[config.mk]
export PLATFORM = sky130hd
export DESIGN_NAME = world_clock_ctrl
export DESIGN_NICKNAME = d
export VERILOG_FILES = /design/src/rtl/world_clock_pkg.sv /design/src/rtl/btn_sync_edge.sv /design/src/rtl/world_clock_ctrl.sv
export SDC_FILE = /design/constraint.sdc
export NUM_CORES = 1
export LEC_CHECK = 0
export ABC_AREA = 1
export ABC_CLOCK_PERIOD_IN_PS = 3100
export CAP_MARGIN = 15
export CORE_MARGIN = 2
export CORE_UTILIZATION = 30
export DETAILED_ROUTE_END_ITERATION = 6
export GPL_ROUTABILITY_DRIVEN = 0
export PLACE_DENSITY_LB_ADDON = 0.12
export RECOVER_POWER = 50
export SLEW_MARGIN = 25
export SYNTH_ARGS = -nofsm -noshare
export SYNTH_HDL_FRONTEND = slang
export SYNTH_HIERARCHICAL = 1
export SYNTH_SLANG_ARGS = --single-unit
export TNS_END_PERCENT = 30
[constraint.sdc]
create_clock -name clk -period 3.1 [get_ports clk]
set_clock_uncertainty 0.15 [all_clocks]
set_input_delay 0.93 -clock clk [delete_from_list [all_inputs] [get_ports clk]]
set_output_delay 0.93 -clock clk [all_outputs]
set_load 0.01 [all_outputs]
[src/rtl/world_clock_pkg.sv]
// Shared types and constants for the world-clock front-panel controller:
// mode encoding, increment-pulse bit positions and per-mode blink patterns.
package world_clock_pkg;

    typedef enum logic [2:0] {
        SHOW_TIME = 3'd0,
        SHOW_DATE = 3'd1,
        SET_HOUR  = 3'd2,
        SET_MIN   = 3'd3,
        SET_DAY   = 3'd4,
        SET_MONTH = 3'd5,
        SET_YEAR  = 3'd6
    } mode_e;

    localparam int INC_HOUR  = 4;
    localparam int INC_MIN   = 3;
    localparam int INC_DAY   = 2;
    localparam int INC_MONTH = 1;
    localparam int INC_YEAR  = 0;

    // bit3 = ss7/6 ... bit0 = ss1/0
    localparam logic [3:0] BLINK_HOUR  = 4'b1010;
    localparam logic [3:0] BLINK_MIN   = 4'b0101;
    localparam logic [3:0] BLINK_DAY   = 4'b1000;
    localparam logic [3:0] BLINK_MONTH = 4'b0100;
    localparam logic [3:0] BLINK_YEAR  = 4'b0011;

    function automatic logic is_set_mode(input mode_e m);
        return (m == SET_HOUR) || (m == SET_MIN) || (m == SET_DAY) ||
               (m == SET_MONTH) || (m == SET_YEAR);
    endfunction

    function automatic mode_e next_mode(input mode_e m);
        mode_e n;
        case (m)
            SHOW_TIME: n = SET_HOUR;
            SHOW_DATE: n = SET_HOUR;
            SET_HOUR:  n = SET_MIN;
            SET_MIN:   n = SET_DAY;
            SET_DAY:   n = SET_MONTH;
            SET_MONTH: n = SET_YEAR;
            default:   n = SHOW_TIME;
        endcase
        return n;
    endfunction

    function automatic logic [4:0] inc_of(input mode_e m);
        logic [4:0] v;
        v = '0;
        case (m)
            SET_HOUR:  v[INC_HOUR]  = 1'b1;
            SET_MIN:   v[INC_MIN]   = 1'b1;
            SET_DAY:   v[INC_DAY]   = 1'b1;
            SET_MONTH: v[INC_MONTH] = 1'b1;
            SET_YEAR:  v[INC_YEAR]  = 1'b1;
            default:   v = '0;
        endcase
        return v;
    endfunction

    function automatic logic [3:0] blink_of(input mode_e m);
        logic [3:0] v;
        case (m)
            SET_HOUR:  v = BLINK_HOUR;
            SET_MIN:   v = BLINK_MIN;
            SET_DAY:   v = BLINK_DAY;
            SET_MONTH: v = BLINK_MONTH;
            SET_YEAR:  v = BLINK_YEAR;
            default:   v = '0;
        endcase
        return v;
    endfunction

    function automatic logic disp_of(input mode_e m);
        return (m == SHOW_DATE) || (m == SET_DAY) || (m == SET_MONTH) || (m == SET_YEAR);
    endfunction

endpackage

[src/rtl/btn_sync_edge.sv]
// Two-flop synchronizer plus registered rising-edge detector for one push button.
// A press sampled at cycle N gives edge_o at cycle N+2.
module btn_sync_edge (
    input  logic clk,
    input  logic reset_n,
    input  logic btn_i,
    output logic level_o,
    output logic edge_o
);

    logic sync1_q;
    logic sync2_q;
    logic prev_q;
    logic edge_q;
    logic prime1_q;
    logic prime2_q;
    logic armed_q;

    // armed_q only sets once the synchronizer holds a real sample and has seen
    // the button released, so a button held through reset stays silent.
    always_ff @(posedge clk or negedge reset_n) begin
        if (!reset_n) begin
            sync1_q  <= 1'b0;
            sync2_q  <= 1'b0;
            prev_q   <= 1'b0;
            edge_q   <= 1'b0;
            prime1_q <= 1'b0;
            prime2_q <= 1'b0;
            armed_q  <= 1'b0;
        end else begin
            sync1_q  <= btn_i;
            sync2_q  <= sync1_q;
            prev_q   <= sync2_q;
            edge_q   <= sync2_q & ~prev_q & armed_q;
            prime1_q <= 1'b1;
            prime2_q <= prime1_q;
            armed_q  <= armed_q | (prime2_q & ~sync2_q);
        end
    end

    assign level_o = sync2_q & armed_q;
    assign edge_o  = edge_q;

endmodule

[src/rtl/world_clock_ctrl.sv]
// Front-panel mode controller for a world clock: mode/page/up buttons, set-mode
// timeout, auto-repeat increment and digit blinking.
//   state     | meaning
//   SHOW_TIME | time view, buttons page/mode active
//   SHOW_DATE | date view, buttons page/mode active
//   SET_HOUR  | editing hours (time view)
//   SET_MIN   | editing minutes (time view)
//   SET_DAY   | editing day (date view)
//   SET_MONTH | editing month (date view)
//   SET_YEAR  | editing year (date view)
module world_clock_ctrl
    import world_clock_pkg::*;
#(
    parameter int TIMEOUT_S  = 10,
    parameter int REPEAT_DLY = 2
) (
    input  logic       clk,
    input  logic       reset_n,
    input  logic       tick_1hz,
    input  logic       btn_mode,
    input  logic       btn_page,
    input  logic       btn_up,
    output logic [2:0] mode,
    output logic       disp_sel,
    output logic [4:0] inc,
    output logic [3:0] blink_mask,
    output logic       setting
);

    localparam int TW = $clog2(TIMEOUT_S + 1);
    localparam int RW = $clog2(REPEAT_DLY + 1);

    logic mode_edge, page_edge, up_edge;
    logic mode_level, page_level, up_level;
    logic unused_levels;

    btn_sync_edge u_sync_mode (
        .clk     (clk),
        .reset_n (reset_n),
        .btn_i   (btn_mode),
        .level_o (mode_level),
        .edge_o  (mode_edge)
    );

    btn_sync_edge u_sync_page (
        .clk     (clk),
        .reset_n (reset_n),
        .btn_i   (btn_page),
        .level_o (page_level),
        .edge_o  (page_edge)
    );

    btn_sync_edge u_sync_up (
        .clk     (clk),
        .reset_n (reset_n),
        .btn_i   (btn_up),
        .level_o (up_level),
        .edge_o  (up_edge)
    );

    assign unused_levels = mode_level | page_level;

    mode_e         state_q, state_d;
    logic [TW-1:0] tmo_q, tmo_d;
    logic [RW-1:0] rep_q, rep_d;
    logic          phase_q, phase_d;
    logic [4:0]    inc_q, inc_d;
    logic          disp_q;
    logic          set_q;
    logic [3:0]    blink_q;

    logic any_edge;
    logic in_set;
    logic rep_active;
    logic rep_fire;
    logic timeout_hit;

    assign any_edge    = mode_edge | page_edge | up_edge;
    assign in_set      = is_set_mode(state_q);
    assign rep_active  = up_level & in_set;
    assign rep_fire    = rep_active & tick_1hz & (int'(rep_q) >= REPEAT_DLY - 1);
    // Any button activity restarts the idle window, so it also blocks a timeout.
    assign timeout_hit = ~any_edge & in_set & tick_1hz & (int'(tmo_q) >= TIMEOUT_S - 1);

    always_comb begin
        state_d = state_q;
        tmo_d   = tmo_q;
        rep_d   = rep_q;
        phase_d = phase_q;
        inc_d   = '0;

        if (mode_edge) begin
            state_d = next_mode(state_q);
        end else if (page_edge && state_q == SHOW_TIME) begin
            state_d = SHOW_DATE;
        end else if (page_edge && state_q == SHOW_DATE) begin
            state_d = SHOW_TIME;
        end else if (timeout_hit) begin
            state_d = SHOW_TIME;
        end

        if (!mode_edge && !timeout_hit && in_set && (up_edge || rep_fire)) begin
            inc_d = inc_of(state_q);
        end

        if (!rep_active) begin
            rep_d = '0;
        end else if (tick_1hz && int'(rep_q) < REPEAT_DLY) begin
            rep_d = rep_q + RW'(1);
        end

        if (any_edge || state_d != state_q) begin
            tmo_d = '0;
        end else if (tick_1hz && in_set && int'(tmo_q) < TIMEOUT_S) begin
            tmo_d = tmo_q + TW'(1);
        end

        if (any_edge) begin
            phase_d = 1'b0;
        end else if (tick_1hz) begin
            phase_d = ~phase_q;
        end
    end

    always_ff @(posedge clk or negedge reset_n) begin
        if (!reset_n) begin
            state_q <= SHOW_TIME;
            tmo_q   <= '0;
            rep_q   <= '0;
            phase_q <= 1'b0;
            inc_q   <= '0;
            disp_q  <= 1'b0;
            set_q   <= 1'b0;
            blink_q <= '0;
        end else begin
            state_q <= state_d;
            tmo_q   <= tmo_d;
            rep_q   <= rep_d;
            phase_q <= phase_d;
            inc_q   <= inc_d;
            disp_q  <= disp_of(state_d);
            set_q   <= is_set_mode(state_d);
            blink_q <= (phase_d && is_set_mode(state_d)) ? blink_of(state_d) : 4'b0000;
        end
    end

    assign mode       = state_q;
    assign disp_sel   = disp_q;
    assign inc        = inc_q;
    assign blink_mask = blink_q;
    assign setting    = set_q;

endmodule
==> results of run 1 <==
## metal layers
| metal | global-route usage (%) | vias to the layer above | share of wire (%) |
|---|---|---|---|
| li1 | - | 582 | - |
| met1 | 12.2 | 545 | 44 |
| met2 | 16.9 | 26 | 47 |
| met3 | 3.52 | 11 | 5.3 |
| met4 | 5.34 | 0 | 3.3 |
| met5 | 0 | - | 0 |
## power by group through the flow
stage	clock [W]	combinational, W	sequential, W
2_1_floorplan	0	0.000277	0.000682
3_3_place_gp	0	0.000439	0.000680
3_5_place_dp	0	0.000442	0.000682
4_1_cts	0.000449	0.000444	0.000671
6_report	0.000428	0.000439	0.000671
5_1_grt	0.000474	0.000500	0.000683
## final cells by class
class | count | area share [%]
sequential | 42 | 50.6
multi-input combinational | 106 | 26.2
timing repair buffer | 19 | 8.92
inverter | 25 | 4.52
tap | 72 | 4.34
clock buffer | 6 | 3.98
clock inverter | 1 | 1.45
## registers in the layout (all words and copies together), names as in the netlist, 2 cells and up
register	count
blink_mask	4
mode	3
rep_q	2
tmo_q	4
inc	5
## through the flow
step | total power [W] | utilization (%) | hold slack (ns)
after detailed placement | 0.00112 | 35.9 | 0.187
after floorplan | 0.000959 | - | 0.181
after CTS | 0.00156 | 38.0 | 0.205
after global placement | 0.00112 | 35.9 | 0.182
final | 0.00154 | 38.0 | 0.202
after global routing | 0.00166 | 38.0 | 0.208
## path summary, 6_finish.rpt
path | start | endpoint | slack (ns) | cells after the start
max | mode[0] | mode[0] | 0.64 | 1
min | u_sync_page/sync1_q | u_sync_page/sync2_q | 0.20 | 0
max reg2reg | tmo_q[1] | tmo_q[3] | 1.31 | 11
min reg2reg | u_sync_page/sync1_q | u_sync_page/sync2_q | 0.20 | 0
max in group asynchronous | reset_n | u_sync_up/edge_o | 1.53 | 1
min in group asynchronous | reset_n | inc[1] | 0.65 | 1
==> results.md, run 1 <==
* Area growth syn-to-layout at 22.6%
* Sw Ratio at 32.0%
* Root buf cell: clkbuf_8
* Post-CTS setup buffers at 0
* Synth Cell Area at 1690 um2
* Congestion Overflow GR at 0
* Htree depth at 2
* Routed Antenna Nets at 0
* WP data arrival at 1.38 ns
* Synth Instances at 174
* DR pass1 iterations at 4
* Global-route wire length before repair at 5070 um
* Reg area at 1050 um2
* Nets at 209
* Worst-Margin Slew at 1.00 ns
* Fill cells at 550
* Die width at 79.1 um
* Multi-input logic area at 544 um2
* Vias in the first global route at 1188
* PwrDens at 740 nW/um2
* Worst Setup End Kind: output port
* # diodes at 0
* DP Cell Count at 264
* Die Area at 6260 um2
* CP Launch Type: register
* Io pins at 20
* Number of max-cap violations at 0
* Worst min-delay path class: register to register
* Combinational power share at 28.5%
* Leakage at 0.997 nW
* Initial DRC count at 99
* Final period util at 79.5%
* F_max at 0.406 GHz
* Clock Latency Late Sink at 0.28 ns
* Initial Util at 31.0%
* Vias/cell at 4.30
* Clk slew on worst S/H paths at 0.07 ns
* Final hold violations at 0
* Critical-path top delay cell: clkdlybuf4s50_1
* Placement Cell Area at 1960 um2
* Bufs and invs on worst path at 1
* Leading cell type in the layout, fill and taps excluded: dfrtp_1
* Clk network pwr share at 27.8%
* Status: finished, final reports clean
* RSZ-0062 raised after global routing: no
* CP peak stage delay at 0.59 ns
* IO buf count at 19
* WL final at 2750 um
* # DRC at 0
* Net Count, Synth at 184
* Via count at 1164
* Core area at 5470 um2
* Share of post-route cells with drive strength above 1 at 13.1%
* Max VDD drop at 253 uV
* Pre-CTS WS at 0.436 ns
* Slew Limit Fails at 0
* Flop pwr share at 43.6%
* Req. time, crit path at 2.02 ns
* Hold-fix buffers at CTS at 0
* Max FO, Critical Path at 9
* Largest net degree at the start of global routing at 43
* Row count at 27
* Commonest cells after routing, fill and taps aside: dfrtp_1 (42), nand2_1 (33), inv_1 (23)
* Cells along the critical path: clkdlybuf4s50_1
* Antenna violations before repair at 0
* Final min period at 2.46 ns
* Yosys warning total at 6
* Inserted Clock Buffers at 5
* Setup TNS at 0 ns
* Wirelength per Cell at 10.1 um
* Max Root-Sink Buffers at 2
* CTS tree: yes
* Post-CTS Resized at 0
* Worst Setup Slack, final at 0.636 ns
* Final setup violation count at 0
* Final Instance Area at 2080 um2
* Slew headroom at 33.0%
* Final HPWL DP at 1970 um
* Die Y at 79.1 um
* Clk sink count at 42
* Final Non-Filler Cells at 271
* Int Pwr at 0.00104 W
* Post-Syn Area per Cell at 9.74 um2
* Crit Path Category: register to output port
* Sw Pwr at 0.000493 W
* Gr usage total at 10.4%
* Top delay family on crit path: buffers and inverters
No activity file was read; power rests on OpenSTA's default activity.
==> inputs of run 2 (changes only) <==
--- a/config.mk
+++ b/config.mk
@@ -6,7 +6,7 @@
 export NUM_CORES = 1
 export LEC_CHECK = 0
 export ABC_AREA = 1
-export ABC_CLOCK_PERIOD_IN_PS = 3100
+export ABC_CLOCK_PERIOD_IN_PS = 2300
 export CAP_MARGIN = 15
 export CORE_MARGIN = 2
 export CORE_UTILIZATION = 30
==> constraint.sdc (replaced) <==
create_clock -name clk -period 2.3 [get_ports clk]
set_clock_uncertainty 0.15 [all_clocks]
set_input_delay 0.69 -clock clk [delete_from_list [all_inputs] [get_ports clk]]
set_output_delay 0.69 -clock clk [all_outputs]
set_load 0.01 [all_outputs]
==> run 2 against run 1 <==
Effect of this change: hold slack about the same; highest routed layer unchanged; critical path type unchanged; register-to-register slack worse by 0.80 ns; largest cell class unchanged; die area unchanged.
==> results.md, run 2 (synthesized netlist as in run 1, its figures left out) <==
* Req. time, crit path at 1.46 ns
* Clk slew on worst S/H paths at 0.07 ns
* Fill cells at 573
* Bufs and invs on worst path at 1
* Core area at 5470 um2
* WP data arrival at 1.37 ns
* Status: finished, final reports clean
* Gr usage total at 10.8%
* Die Y at 79.1 um
* Largest register FFs at 5
* # DRC at 0
* Critical-path top delay cell: clkdlybuf4s50_1
* Final HPWL DP at 2120 um
* CTS tree: yes
* Int Pwr at 0.00128 W
* Io pins at 20
* CP peak stage delay at 0.59 ns
* Inserted Clock Buffers at 5
* Max VDD drop at 361 uV
* IO buf count at 19
* PwrDens at 943 nW/um2
* Die Area at 6260 um2
* Die width at 79.1 um
* Initial DRC count at 63
* Number of max-cap violations at 0
* Clk sink count at 42
* Final min period at 2.21 ns
* Clock Latency Late Sink at 0.28 ns
* Htree depth at 2
* Commonest cells after routing, fill and taps aside: dfrtp_1 (42), nand2_1 (33), inv_1 (23)
* DR pass1 iterations at 4
* Clk network pwr share at 22.0%
* Global-route wire length before repair at 5230 um
* Post-CTS setup buffers at 0
* Leading cell type in the layout, fill and taps excluded: dfrtp_1
* Area growth syn-to-layout at 21.6%
* Sw Ratio at 34.1%
* # diodes at 0
* CP Launch Type: register
* Slew Limit Fails at 0
* Final period util at 96.3%
* Largest net degree at the start of global routing at 43
* Setup TNS at 0 ns
* Vias in the first global route at 1218
* Final hold violations at 0
* Nets at 212
* Leakage at 0.993 nW
* Routed Antenna Nets at 0
* Sw Pwr at 0.000662 W
* F_max at 0.452 GHz
* Worst-Margin Slew at 0.988 ns
* RSZ-0062 raised after global routing: no
* Combinational power share at 32.3%
* Via count at 1173
* Share of post-route cells with drive strength above 1 at 13.4%
* Top delay family on crit path: buffers and inverters
* Initial Util at 31.0%
* Post-CTS Resized at 0
* Final setup violation count at 0
* WL final at 2880 um
* Flop pwr share at 45.8%
* Max FO, Critical Path at 8
* Wirelength per Cell at 10.5 um
* Root buf cell: clkbuf_8
* Cells along the critical path: clkdlybuf4s50_1
* Worst Setup End Kind: output port
* Row count at 27
* Pwr Total at 0.00194 W
* Antenna violations before repair at 0
* Crit Path Category: register to output port
* Slew headroom at 34.1%
* Hold-fix buffers at CTS at 0
* Worst min-delay path class: register to register
* Max Root-Sink Buffers at 2
* Vias/cell at 4.28
* Congestion Overflow GR at 0
run 2: changes by cell type in the layout (fill, tap and decap cells not counted), sizes merged:
cell / before / now
buf: 0 / 3
bufinv: 1 / 0
clkbuf: 7 / 8
clkdlybuf4s50: 18 / 15
dlygate4sd3: 0 / 3
run 2: layer usage:
metal | vias to the layer above | global-route usage, % | part of all wire, %
met5 | - | 0 | 0
met2 | 27 | 18.0 | 49
met4 | 0 | 5.69 | 3.4
li1 | 587 | - | -
met1 | 549 | 12.5 | 42
met3 | 10 | 3.41 | 5.3
run 2: power by group through the flow:
stage                     clock, W  combinational [W]  sequential [W]
after floorplan                  0           0.000373        0.000919
after global placement           0           0.000627        0.000902
after detailed placement         0           0.000639        0.000905
after CTS                 0.000453           0.000642        0.000890
after global routing      0.000494           0.000719        0.000902
final                     0.000427           0.000627        0.000889
run 2: worst paths after layout:
path | startpoint | endpoint | slack, ns | cells after the start
max in group asynchronous | reset_n | u_sync_page/sync1_q | 0.89 | 2
hold reg to reg | u_sync_page/prime1_q | u_sync_page/prime2_q | 0.20 | 0
hold / removal | u_sync_page/prime1_q | u_sync_page/prime2_q | 0.20 | 0
min in group asynchronous | reset_n | rep_q[1] | 0.49 | 2
setup reg to reg | mode[2] | setting | 0.51 | 9
setup / recovery | mode[1] | mode[1] | 0.09 | 1
run 2: per-stage QoR:
| stage | std cells | cell area [um2] | util (%) | hold WS [ns] | worst slack [ns] |
|---|---|---|---|---|---|
| finish | 274 | 2060 | 37.7 | 0.202 | 0.0855 |
| global route | 274 | 2060 | 37.7 | 0.220 | 0.0261 |
| CTS | 274 | 2060 | 37.7 | 0.206 | 0.0633 |
| detailed placement | 267 | 1990 | 36.3 | 0.189 | 0.0382 |
| global placement | 267 | 1990 | 36.3 | 0.182 | 0.0594 |
| floorplan | 174 | 1690 | - | 0.181 | 0.619 |
run 2: worst reg2reg max path: stages, from the launching register on:
cell and delay, ns:
dfrtp_1 0.49, inv_1 0.15, nand2_2 0.09, inv_1 0.06, o21ai_0 0.25, nand2_1 0.10, nand2_2 0.15, nand2_1 0.09
nand2_1 0.06, o21ai_0 0.08
run 2: cell type report:
class	count	area, um2	area share, %
Clock buffer	7	76.3	3.70
Inverter	25	93.8	4.55
Multi-Input combinational cell	106	544	26.4
Sequential cell	42	1050	51.0
Tap cell	72	90.1	4.37
Timing Repair Buffer	22	205	9.96
==> inputs of run 3 (changes only) <==
--- a/config.mk
+++ b/config.mk
@@ -7,11 +7,9 @@
 export LEC_CHECK = 0
 export ABC_AREA = 1
 export ABC_CLOCK_PERIOD_IN_PS = 2300
-export CAP_MARGIN = 15
 export CORE_MARGIN = 2
 export CORE_UTILIZATION = 30
 export DETAILED_ROUTE_END_ITERATION = 6
-export GPL_ROUTABILITY_DRIVEN = 0
 export PLACE_DENSITY_LB_ADDON = 0.12
 export RECOVER_POWER = 50
 export SLEW_MARGIN = 25
==> results of run 3 <==
Same layout as run 2: the final DEF is identical, and so are final timing and power.
